File: config.mk
export PLATFORM = sky130hd
export DESIGN_NAME = sobel_calc_mod
export DESIGN_NICKNAME = d
export VERILOG_FILES = /design/src/rtl/sobel_calc_mod.sv
export SDC_FILE = /design/constraint.sdc
export NUM_CORES = 1
export LEC_CHECK = 0
export CAP_MARGIN = 10
export CORE_ASPECT_RATIO = 1.4
export CORE_MARGIN = 3
export CORE_UTILIZATION = 61
export DETAILED_ROUTE_END_ITERATION = 7
export PLACE_DENSITY_LB_ADDON = 0.15
export SLEW_MARGIN = 20
export SYNTH_ARGS = -nofsm -noshare
export SYNTH_HDL_FRONTEND = slang
export SYNTH_SLANG_ARGS = --single-unit
File: constraint.sdc
create_clock -name clk -period 6.1 [get_ports clk]
set_input_delay 0.61 -clock clk [delete_from_list [all_inputs] [get_ports clk]]
set_output_delay 0.61 -clock clk [all_outputs]
set_load 0.005 [all_outputs]
File: src/rtl/sobel_calc_mod.sv
// 3x3 Sobel gradient-magnitude engine: three-stage pipeline with a per-frame window counter.
// Optional binarised output is selected by defining SOBEL_THRESHOLD_EN.
module sobel_calc_mod #(
  parameter int unsigned ROWS      = 400,
  parameter int unsigned COLS      = 400,
  parameter int unsigned THRESHOLD = 128
) (
  input  logic       clk,
  input  logic       rst,
  input  logic [7:0] d0_i,
  input  logic [7:0] d1_i,
  input  logic [7:0] d2_i,
  input  logic [7:0] d3_i,
  input  logic [7:0] d4_i,
  input  logic [7:0] d5_i,
  input  logic [7:0] d6_i,
  input  logic [7:0] d7_i,
  input  logic [7:0] d8_i,
  input  logic       done_i,
  output logic [7:0] edge_o,
  output logic       done_o,
  output logic       frame_done_o
);

  localparam int unsigned Windows = (ROWS - 2) * (COLS - 2);
  localparam int unsigned CntW    = (Windows > 1) ? $clog2(Windows) : 1;
  localparam logic [CntW-1:0] LastCnt = CntW'(Windows - 1);

  // Stage 1: signed gradients
  logic        [10:0] gx_pos, gx_neg, gy_pos, gy_neg;
  logic signed [10:0] gx_d, gy_d, gx_q, gy_q;
  logic               v1_q;

  // Stage 2: absolute values
  logic [10:0] ax_d, ay_d, ax_q, ay_q;
  logic        v2_q;

  // Stage 3: saturated (or binarised) magnitude
  logic [10:0] mag;
  logic [7:0]  sat;
  logic [7:0]  edge_d, edge_q;
  logic        v3_q;

  logic [CntW-1:0] cnt_q, cnt_d;

  always_comb begin
    gx_pos = {3'b0, d2_i} + {2'b0, d5_i, 1'b0} + {3'b0, d8_i};
    gx_neg = {3'b0, d0_i} + {2'b0, d3_i, 1'b0} + {3'b0, d6_i};
    gy_pos = {3'b0, d6_i} + {2'b0, d7_i, 1'b0} + {3'b0, d8_i};
    gy_neg = {3'b0, d0_i} + {2'b0, d1_i, 1'b0} + {3'b0, d2_i};
    // Each side is at most 1020, so the 11-bit difference is exact in two's complement
    gx_d   = $signed(gx_pos - gx_neg);
    gy_d   = $signed(gy_pos - gy_neg);
  end

  always_comb begin
    ax_d = gx_q[10] ? (~gx_q + 11'd1) : gx_q;
    ay_d = gy_q[10] ? (~gy_q + 11'd1) : gy_q;
  end

  always_comb begin
    mag = ax_q + ay_q;
    sat = (mag > 11'd255) ? 8'hFF : mag[7:0];
`ifdef SOBEL_THRESHOLD_EN
    edge_d = (32'(sat) >= THRESHOLD) ? 8'hFF : 8'h00;
`else
    edge_d = sat;
`endif
  end

  always_comb begin
    cnt_d = cnt_q;
    if (v3_q) begin
      cnt_d = (cnt_q == LastCnt) ? '0 : cnt_q + CntW'(1);
    end
  end

  // Data registers only load with their valid flag so idle cycles keep the held window
  always_ff @(posedge clk or negedge rst) begin
    if (!rst) begin
      gx_q   <= '0;
      gy_q   <= '0;
      v1_q   <= 1'b0;
      ax_q   <= '0;
      ay_q   <= '0;
      v2_q   <= 1'b0;
      edge_q <= '0;
      v3_q   <= 1'b0;
      cnt_q  <= '0;
    end else begin
      v1_q  <= done_i;
      v2_q  <= v1_q;
      v3_q  <= v2_q;
      cnt_q <= cnt_d;
      if (done_i) begin
        gx_q <= gx_d;
        gy_q <= gy_d;
      end
      if (v1_q) begin
        ax_q <= ax_d;
        ay_q <= ay_d;
      end
      if (v2_q) begin
        edge_q <= edge_d;
      end
    end
  end

  assign edge_o       = edge_q;
  assign done_o       = v3_q;
  assign frame_done_o = v3_q && (cnt_q == LastCnt);

endmodule
==> results.sh <==
export IMPL_routed_wl_um=12100
export IMPL_cp_max_fo=3
export IMPL_p_comb_share_pct=57.0
export IMPL_synthArstFlopShare_pct=100
export IMPL_cts_buffer_depth=2
export IMPL_port_buffers=76
export IMPL_crit_end="gx_q[8]$_DFFE_PN0P_"
export IMPL_die_w_um=91.1
export IMPL_rrSetupSlack_ns=3.49
export IMPL_worstRegToRegCells=9
export IMPL_fillers=720
export IMPL_worst_slew_pin_slew_ns=0.888
export IMPL_p_clk_share_pct=17.7
export IMPL_internal_power_uw=1870
export IMPL_maxCapViolCount=0
export IMPL_diodes=0
export IMPL_synth_area_leaders="dfrtp_1 30%, fa_1 20%, inv_1 9.0%, ha_1 7.5%, xor2_1 3.8%"
export IMPL_tns_ns=0
export IMPL_fin_crit_sh_pct=70.5
export IMPL_ir_worst_vdd_v=0.000207
export IMPL_synth_ff_type="dfrtp_1"
export IMPL_syn_avg_cell_area_um2=9.51
export IMPL_final_nets=897
export IMPL_cpPeakStageDelay_ns=0.60
export IMPL_hold_violations=0
export IMPL_setup_viol=0
export IMPL_synth_most_common_cell="inv_1"
export IMPL_cts_tree="built"
export IMPL_synth_area_leader_cell="dfrtp_1"
export IMPL_ys_types=57
export IMPL_syn_area_um2=6180
export IMPL_drive_gt1_share_pct=5.91
export IMPL_status="completed"
export IMPL_wl_per_cell_um=14.1
export IMPL_gp_congestion=0.860
export IMPL_drt_drc_violations_left=0
export IMPL_slew_headroom_pct=40.8
export IMPL_numCtsBuffers=9
export IMPL_die_h_um=125
export IMPL_io_pin_count=85
export IMPL_fmax_ghz=0.232
export IMPL_crit_chain="clkdlybuf4s50_1 > inv_1 > fa_1 > fa_1 > inv_1 > fa_1 > inv_1 > ha_1 > a21o_1 > a21oi_1 > o21ai_1 > a2111oi_0 > nor4_1 > o31ai_1"
export IMPL_die_area_um2=11400
export IMPL_rows=42
export IMPL_path_clk_slew_ns=0.06
export IMPL_cts_setup_buffers=0
export IMPL_start_util_pct=63.9
export IMPL_netlist_area_leader_share_pct=29.6
export IMPL_drv_slew=0
export IMPL_grt_max_degree=74
export IMPL_grt_ovfl_total=0
export IMPL_slowest_stage="fa_1"
export IMPL_synth_edff_count=0
export IMPL_drt_iter0_markers=213
export IMPL_ys_warnings_count=0
export IMPL_arrival_ns=4.54
export IMPL_dpl_hpwl_um=9670
export IMPL_hold_path_class="in -> async"
export IMPL_cts_hold_buf=0
export IMPL_ant_nets=0
export IMPL_placed_area_um2=7040
export IMPL_synthTopCellsByCount="148 x inv_1, 73 x dfrtp_1, 63 x fa_1"
export IMPL_cts_resized=0
export IMPL_cts_sinks=73
export IMPL_power_density_nw_per_um2=439
export IMPL_yosysSeqAreaShare_pct=29.6
export IMPL_antenna_found_initial=0
export IMPL_vias=4653
export IMPL_track_usage_pct=22.5
export IMPL_final_cells=859
export IMPL_cts_htree_levels=3
export IMPL_start_kind="primary input"
export IMPL_viasPerCell=5.42
export IMPL_grt_pass1_wl_um=21100
export IMPL_p_leak_uw=0.00356
export IMPL_finalInstanceArea_um2=7370
export IMPL_p_sw_uw=1370
export IMPL_dr_pass1_iters=4
export IMPL_syn_inst=650
export IMPL_dp_cells=843
export IMPL_timing_final_crit_period_ns=4.30
export IMPL_synthToLayoutAreaGrowth_pct=19.3
export IMPL_first_global_vias=4891
export IMPL_r2r_start="ax_q[0]$_DFFE_PN0P_"
export IMPL_synthesis_nets=825
export IMPL_skew_ns=0.00791
export IMPL_cp_end_kind="register"
export IMPL_core_um2=9670
export IMPL_worstSetupPathType="in -> reg"
export IMPL_required_ns=6.34
export IMPL_fin_util_pct=76.2
export IMPL_p_sw_share_pct=42.2
export IMPL_cts_root_buf="clkbuf_16"
export IMPL_insertion_delay_ns=0.33
export IMPL_seq_power_share_pct=25.3
export IMPL_rsz0062_at_grt="no"
export IMPL_synth_seq_cells=73
export IMPL_rr_endpoint="edge_o[0]$_DFFE_PN0P_"
export IMPL_startpoint="d0_i[2]"
metrics by stage:
step           total power (µW)  worst slack [ns]  hold slack (ns)
2_1_floorplan              2240              2.23            0.314
3_3_place_gp               2560              1.50            0.478
3_5_place_dp               2650              1.45            0.482
4_1_cts                    3250              1.80            0.491
5_1_grt                    3540              1.61            0.505
6_report                   3240              1.80            0.470
layout by cell type, fill, tap and decap left out, types with 3 or more instances in the layout:
master	count
nor4b_1	3
inv_1	148
and3_1	4
nor2_1	46
fa_1	63
a21o_1	10
nand2b_1	3
or2_2	4
o31ai_1	7
nor3_1	5
o21ai_1	3
clkbuf_16	9
nand3_1	14
clkdlybuf4s50_1	75
or3_1	4
dfrtp_1	72
nand4b_1	3
nand4_1	7
mux2_2	10
nor2b_1	4
a211oi_1	5
a21oi_1	35
mux2i_1	4
a31oi_1	10
nand2_1	31
o21bai_1	3
o21ai_0	11
ha_1	37
xnor2_1	20
xor2_1	27
flip-flops by register name, indices dropped and copies added (netlist names):
name and count:
ax_q 11, edge_o 8, v1_q 1, ay_q 11
cnt_q 18, gx_q 11, gy_q 11, done_o 1
v2_q 1
area by class of cell:
type                    instances  area (µm²)  share of cell area, %
inverters                     149         559                   7.59
well taps                     132         165                   2.24
clock inverters                 6        90.1                   1.22
multi-input cells             411        3720                   50.5
clock buffers                  10         239                   3.24
repair buffers                 78         771                   10.5
flip-flops and latches         73        1830                   24.8
critical path: cells and delay by family:
family | cells | cell delay, ns
buf+inv | 4 | 0.66
fa+ha+maj | 4 | 1.93
simple gates | 1 | 0.12
compound gates | 5 | 1.22
kinds of logic (layout without fill, tap and decap cells):
kind of cell,count (synthesis),in the layout,synth area share [%]
AOI/OAI and AO/OA,108,108,11.5
xor gates and xnor gates,47,47,6.66
adders and majority gates,100,100,27.9
buffers and inverters,166,243,10.2
DFF,73,73,29.6
muxes,14,14,2.47
and+or+nand+nor,142,142,11.6
power by group through the flow:
stage          clock [µW]  combinational (µW)  sequential, µW
2_1_floorplan           0                1480             758
4_1_cts               580                1850             817
3_3_place_gp            0                1750             813
5_1_grt               603                2090             844
6_report              573                1840             818
3_5_place_dp            0                1830             822
per-layer routing:
| metal | global-route usage [%] | up-vias | wire length (µm) |
|---|---|---|---|
| li1 | - | 2239 | - |
| met1 | 24.8 | 2265 | 4460 |
| met2 | 42.8 | 117 | 6830 |
| met3 | 2.70 | 32 | 395 |
| met4 | 9.68 | 0 | 450 |
| met5 | 0 | - | 0 |
worst min path at each step:
stage | start | to | slack [ns] | cells after the start
after CTS | cnt_q[16]$_DFFE_PN0P_ | cnt_q[16]$_DFFE_PN0P_ | 0.49 | 1
final | rst | ay_q[10]$_DFFE_PN0P_ | 0.47 | 2
after detailed placement | cnt_q[16]$_DFFE_PN0P_ | cnt_q[16]$_DFFE_PN0P_ | 0.48 | 1
after floorplan | rst | ax_q[0]$_DFFE_PN0P_ | 0.31 | 0
after global routing | cnt_q[16]$_DFFE_PN0P_ | cnt_q[16]$_DFFE_PN0P_ | 0.50 | 1
after global placement | cnt_q[16]$_DFFE_PN0P_ | cnt_q[16]$_DFFE_PN0P_ | 0.48 | 1
(Power assumes the default switching activity.)
